File: config.mk
export PLATFORM = sky130hd
export DESIGN_NAME = dmem_bus
export DESIGN_NICKNAME = d
export VERILOG_FILES = /design/src/rtl/dmem_pkg.sv /design/src/rtl/dmem_array.sv /design/src/rtl/dmem_bus.sv
export SDC_FILE = /design/constraint.sdc
export NUM_CORES = 2
export LEC_CHECK = 0
export BUFFER_PORTS_ARGS = -buffer_cell sky130_fd_sc_hd__buf_2
export CAP_MARGIN = 10
export CELL_PAD_IN_SITES_DETAIL_PLACEMENT = 0
export CELL_PAD_IN_SITES_GLOBAL_PLACEMENT = 1
export CORE_ASPECT_RATIO = 0.6
export CORE_MARGIN = 10
export CORE_UTILIZATION = 40
export DETAILED_ROUTE_END_ITERATION = 8
export PLACE_DENSITY_LB_ADDON = 0.1
export SKIP_LAST_GASP = 1
export SYNTH_ARGS = -nofsm -noshare
export SYNTH_HDL_FRONTEND = slang
export SYNTH_SLANG_ARGS = --single-unit
File: constraint.sdc
create_clock -name clk -period 5.99 [get_ports clk]
set_clock_uncertainty 0.2 [all_clocks]
set_input_delay 1.4975 -clock clk [delete_from_list [all_inputs] [get_ports clk]]
set_output_delay 1.4975 -clock clk [all_outputs]
set_load 0.02 [all_outputs]
File: src/rtl/dmem_pkg.sv
// Shared types and the alignment rule for the dmem_bus data memory.
package dmem_pkg;

  typedef enum logic [1:0] {SZ_B, SZ_H, SZ_W, SZ_D} size_t;
  typedef enum logic [1:0] {IDLE, BUSY, RESP} state_t;

  // Dword accesses only exist on the 64-bit variant; on 32-bit they always fault.
  function automatic logic is_misaligned(input size_t sz, input logic [2:0] lane,
                                         input int width);
    logic bad;
    case (sz)
      SZ_B:    bad = 1'b0;
      SZ_H:    bad = lane[0];
      SZ_W:    bad = (lane[1:0] != 2'b00);
      default: bad = (width == 32) ? 1'b1 : (lane != 3'b000);
    endcase
    return bad;
  endfunction

endpackage

File: src/rtl/dmem_array.sv
// Word-organised data RAM with per-byte write enables and a combinational read.
module dmem_array #(
  parameter int WIDTH = 32,
  parameter int SIZE  = 64
) (
  input  logic                    clk,
  input  logic [WIDTH/8-1:0]      be,
  input  logic [$clog2(SIZE)-1:0] idx,
  input  logic [WIDTH-1:0]        wdata,
  output logic [WIDTH-1:0]        rdata
);

  localparam int NB = WIDTH / 8;

  logic [WIDTH-1:0] mem [SIZE];

  always_ff @(posedge clk) begin
    for (int i = 0; i < NB; i++) begin
      if (be[i]) mem[idx][i*8 +: 8] <= wdata[i*8 +: 8];
    end
  end

  assign rdata = mem[idx];

endmodule

File: src/rtl/dmem_bus.sv
// Request/response data memory: captures one request, waits WAIT cycles,
// performs an aligned sub-word access and returns a one-cycle response.
module dmem_bus
  import dmem_pkg::*;
#(
  parameter int WIDTH = 32,
  parameter int SIZE  = 64,
  parameter int WAIT  = 0
) (
  input  logic             clk,
  input  logic             reset,
  input  logic             req_valid,
  output logic             req_ready,
  input  logic             we,
  input  logic [1:0]       size,
  input  logic             unsigned_ld,
  input  logic [WIDTH-1:0] a,
  input  logic [WIDTH-1:0] wd,
  output logic             rsp_valid,
  output logic [WIDTH-1:0] rd,
  output logic             misalign
);

  localparam int NB   = WIDTH / 8;
  localparam int ALSB = $clog2(NB);
  localparam int AW   = $clog2(SIZE);

  state_t           state_q, state_d;
  logic [2:0]       cnt_q, cnt_d;
  logic             we_q, we_d;
  size_t            size_q, size_d;
  logic             uns_q, uns_d;
  logic [AW-1:0]    idx_q, idx_d;
  logic [ALSB-1:0]  lane_q, lane_d;
  logic [WIDTH-1:0] wd_q, wd_d;
  logic [WIDTH-1:0] rd_q, rd_d;
  logic             mis_q, mis_d;

  logic [NB-1:0]    be, be_wr;
  logic [7:0]       mask8, be_full;
  logic [WIDTH-1:0] wdata, rdata, sh, ext;
  logic             fault;
  logic             unused_a;

  // Addresses wrap modulo the array size, so the upper bits are deliberately dropped.
  assign unused_a = ^a[WIDTH-1:ALSB+AW];

  assign fault = is_misaligned(size_q, 3'(lane_q), WIDTH);
  assign sh    = rdata >> {lane_q, 3'b000};

  always_comb begin
    mask8 = 8'h00;
    ext   = sh;
    case (size_q)
      SZ_B: begin
        mask8 = 8'h01;
        ext   = uns_q ? WIDTH'(sh[7:0]) : WIDTH'($signed(sh[7:0]));
      end
      SZ_H: begin
        mask8 = 8'h03;
        ext   = uns_q ? WIDTH'(sh[15:0]) : WIDTH'($signed(sh[15:0]));
      end
      SZ_W: begin
        mask8 = 8'h0F;
        ext   = uns_q ? WIDTH'(sh[31:0]) : WIDTH'($signed(sh[31:0]));
      end
      default: begin
        mask8 = 8'hFF;
        ext   = sh;
      end
    endcase
  end

  assign be_full = mask8 << lane_q;
  assign wdata   = wd_q << {lane_q, 3'b000};

  always_comb begin
    state_d = state_q;
    cnt_d   = cnt_q;
    we_d    = we_q;
    size_d  = size_q;
    uns_d   = uns_q;
    idx_d   = idx_q;
    lane_d  = lane_q;
    wd_d    = wd_q;
    rd_d    = rd_q;
    mis_d   = mis_q;
    be      = '0;
    case (state_q)
      IDLE: begin
        if (req_valid) begin
          we_d    = we;
          size_d  = size_t'(size);
          uns_d   = unsigned_ld;
          idx_d   = a[ALSB+AW-1:ALSB];
          lane_d  = a[ALSB-1:0];
          wd_d    = wd;
          cnt_d   = 3'(WAIT);
          state_d = BUSY;
        end
      end
      BUSY: begin
        if (cnt_q != 3'd0) begin
          cnt_d = cnt_q - 3'd1;
        end else begin
          state_d = RESP;
          mis_d   = fault;
          rd_d    = '0;
          if (!fault) begin
            if (we_q) be = be_full[NB-1:0];
            else      rd_d = ext;
          end
        end
      end
      RESP:    state_d = IDLE;
      default: state_d = IDLE;
    endcase
  end

  // Reset must win over a coinciding access edge, so the write strobe is gated too.
  assign be_wr = reset ? '0 : be;

  always_ff @(posedge clk) begin
    if (reset) begin
      state_q <= IDLE;
      cnt_q   <= 3'd0;
      we_q    <= 1'b0;
      size_q  <= SZ_B;
      uns_q   <= 1'b0;
      idx_q   <= '0;
      lane_q  <= '0;
      wd_q    <= '0;
      rd_q    <= '0;
      mis_q   <= 1'b0;
    end else begin
      state_q <= state_d;
      cnt_q   <= cnt_d;
      we_q    <= we_d;
      size_q  <= size_d;
      uns_q   <= uns_d;
      idx_q   <= idx_d;
      lane_q  <= lane_d;
      wd_q    <= wd_d;
      rd_q    <= rd_d;
      mis_q   <= mis_d;
    end
  end

  dmem_array #(.WIDTH(WIDTH), .SIZE(SIZE)) u_array (
    .clk   (clk),
    .be    (be_wr),
    .idx   (idx_q),
    .wdata (wdata),
    .rdata (rdata)
  );

  assign req_ready = (state_q == IDLE);
  assign rsp_valid = (state_q == RESP);
  assign rd        = rd_q;
  assign misalign  = mis_q;

endmodule

==> reports/qor.csv <==
metric,value,unit
run status,"complete, no violations",
Syn Inst Count,4080,
Post-synth top cells,"edfxtp_1 (2,048), mux4_2 (554), nor2_1 (318), nand2_1 (258), mux2i_1 (115)",
Int Power,24.4,mW
max_slew headroom,17.9,%
synthesized area,83600,sq um
number of synthesized flops with an enable pin,2048,
TNS Setup,0,ps
gr ovfl total,0,
gr usage total,21.7,%
DR vias,42600,
Startpoint Class,register,
Pre-Repair DR Iteration Count,5,
WHS Endpoint,wd_q[26],
post-CTS setup repair buffer count,0,
"area leader, netlist",edfxtp_1,
Pins Over Slew Limit,0,
Setup Viol. Count Final,0,
"Reg clk slew, reported paths",70,ps
Register Area,63300,sq um
Area Overhead vs Synth,13.0,%
Clk pwr share,40.3,%
Wirelength per Cell,35.1,um
RSZ-0062 raised after global routing,no,
Static Leak,30.1,nW
CTS-repair resized insts,0,
hold path start,wd_q[26],
DRC viols,0,
worst reg2reg path depth,10,
total clock buffers created by CTS,206,
Final Hold Viols,0,
WL final,254,mm
sequential area share after synthesis,75.7,%
Core Footprint,207000,sq um
Via density,5.90,
post-route ant nets,0,
Worst-Margin Slew,1230,ps
clock latency on the worst-skew pair,850,ps
Switching Fraction,22.8,%
Post-Syn Nets,4153,
Net Sw Power,7.19,mW
TritonCTS Sinks,2136,
FF-to-FF End,rd[12],
DIE AREA,228000,sq um
clock root cell,clkbuf_16,
post-synth cell types,70,
post-DP HPWL,174,mm
fraction of layout cells with a size suffix above 1,26.1,%
PwrDens,334,nW/um^2
HP Class,register to register,
IO Count,106,
most common cell in the netlist,edfxtp_1,
largest net degree at the start of global routing,74,
critical path class,register to register,
CTS tree,yes,
largest buffer count on any clock path,4,
# H-tree levels,4,
final non-filler cell total,7229,
Synth area leaders,"edfxtp_1 (74%), mux4_2 (15%), dfxtp_1 (2.1%)",
Starting Density,40.4,%
Rows,129,
Required @ worst endpoint,6480,ps
Synth top area share,73.6,%
Mapped Avg Cell Area,20.5,sq um
first-pass GRT wire length,350,mm
Min Hold Slack,260,ps
final net count,4386,
synthesized flop and latch total,2136,
port buffer count,81,
VDD IR max,0.264,mV
"FFs w/ async S/R, synth",0,%
vias in the first global route,41100,
flop-to-flop setup slack,1040,ps
multi-input logic area,19200,sq um
max-cap check violation count,0,
Post-Place Cells,6855,
"Top FF cell, synth",edfxtp_1,
initial antenna violation count,16,
Tcrit/Tclk final,82.6,%
Final min period,4950,ps
crit path max fanout,29,
Iter 0 DRT Violations,5988,
crit end category,register,
critical path data arrival time,5430,ps
Die H,374,um
synthesis warning total,0,
Gate power share,7.0,%
hold_buf cts,0,
Flop pwr share,52.7,%
Max Fclk,0.202,GHz
GP Congestion,0.878,
worst hold path depth,2,
Die Wd,610,um
Layout fillers,17500,
-- worst max-delay path, stage by stage, from the launching register on --
cell      delay (ps)
dfxtp_4          530
buf_4            370
nor2_1           820
buf_4            320
nand2_1           60
nand3_1          350
o311ai_1         430
a311oi_1         770
a32oi_1          360
a221oi_1         350
a211oi_1         120
-- flip-flops by register name (all words and copies together), names as in the netlist, named ones only --
register	count
cnt_q	3
idx_q	6
lane_q	2
misalign	1
rd	32
size_q	2
state_q	2
u_array.mem	2048
uns_q	1
wd_q	32
we_q	1
-- cell families (layout without fill, tap and decap cells) --
kind of cell / after synthesis / count (layout) / share of synthesized area (%)
adder cells (fa/ha/maj): 2 / 2 / 0.0299
AO/OA/AOI/OAI: 298 / 298 / 2.54
other: 0 / 5 / 0
buffers and inverters: 257 / 650 / 1.70
multiplexers: 686 / 686 / 16.5
AND/OR/NAND/NOR: 700 / 700 / 3.49
flip-flops: 2136 / 2136 / 75.7
XOR/XNOR: 1 / 1 / 0.0105
-- worst max-delay path by stage --
stage,start,endpoint,slack [ps],cells past startpoint
after detailed placement,register,rd[12],1310,10
after floorplan,lane_q[0],u_array.mem[0][16],1960,6
after CTS,register,rd[12],1300,10
after global placement,register,rd[12],1340,10
final,register,rd[12],1040,10
after global routing,register,rd[31],1140,8
-- per-layer routing --
metal / track usage, % / up-vias / wire length [um]
met3: 5.69 / 320 / 24300
met5: 0.460 / - / 167
met4: 4.37 / 4 / 5390
li1: - / 17300 / -
met2: 28.8 / 1901 / 102000
met1: 35.5 / 23100 / 123000
-- layout by cell type (no fill, tap or decap), types with 9 or more instances in the layout --
cell type,synthesis,layout
dfxtp_1,88,80
clkinv_1,0,46
inv_1,10,9
nor3_1,13,12
nand2_1,258,256
a211oi_1,17,17
a22oi_1,48,48
a32oi_1,10,10
nor2b_1,30,29
nand2b_1,11,11
a22o_1,16,16
bufinv_16,0,15
clkbuf_16,0,211
and2_1,18,9
nor2_1,318,307
o21ai_0,24,24
buf_4,28,174
mux4_2,554,554
buf_12,4,16
o21ai_1,11,9
clkinv_2,0,26
mux2_2,17,17
buf_2,56,81
a221o_1,21,21
edfxtp_1,2048,2048
clkbuf_1,101,58
nand3_1,21,21
a21oi_1,75,67
mux2i_1,115,115
and2_2,0,9
-- area by class of cell --
class | instances | area share, %
Clock inverter | 94 | 0.857
Sequential cell | 2136 | 67.0
Clock buffer | 274 | 5.90
Antenna cell | 5 | 0.0133
Multi-Input combinational cell | 1687 | 20.4
Timing Repair Buffer | 271 | 2.15
Tap cell | 2751 | 3.65
Inverter | 11 | 0.0490
-- per-stage QoR --
| stage | total power [mW] | worst slack (ps) | utilization, % | instance area [sq um] |
|---|---|---|---|---|
| 2_1_floorplan | 18.1 | 1960 | - | 83600 |
| 3_3_place_gp | 19.1 | 1340 | 42.5 | 88000 |
| 3_5_place_dp | 19.1 | 1310 | 42.5 | 88000 |
| 4_1_cts | 31.8 | 1300 | 45.6 | 94400 |
| 5_1_grt | 32.6 | 1140 | 45.6 | 94400 |
| 6_report | 31.6 | 1040 | 45.6 | 94400 |
-- power by group through the flow --
| stage | Clock (mW) | Combinational (mW) | Sequential [mW] |
|---|---|---|---|
| finish | 12.7 | 2.22 | 16.6 |
| global route | 13.6 | 2.32 | 16.6 |
| CTS | 13.0 | 2.21 | 16.6 |
| detailed placement | 0 | 2.21 | 16.9 |
| global placement | 0 | 2.19 | 16.9 |
| floorplan | 0 | 1.20 | 16.9 |
Note: power is estimated with default switching activity, not from simulation.
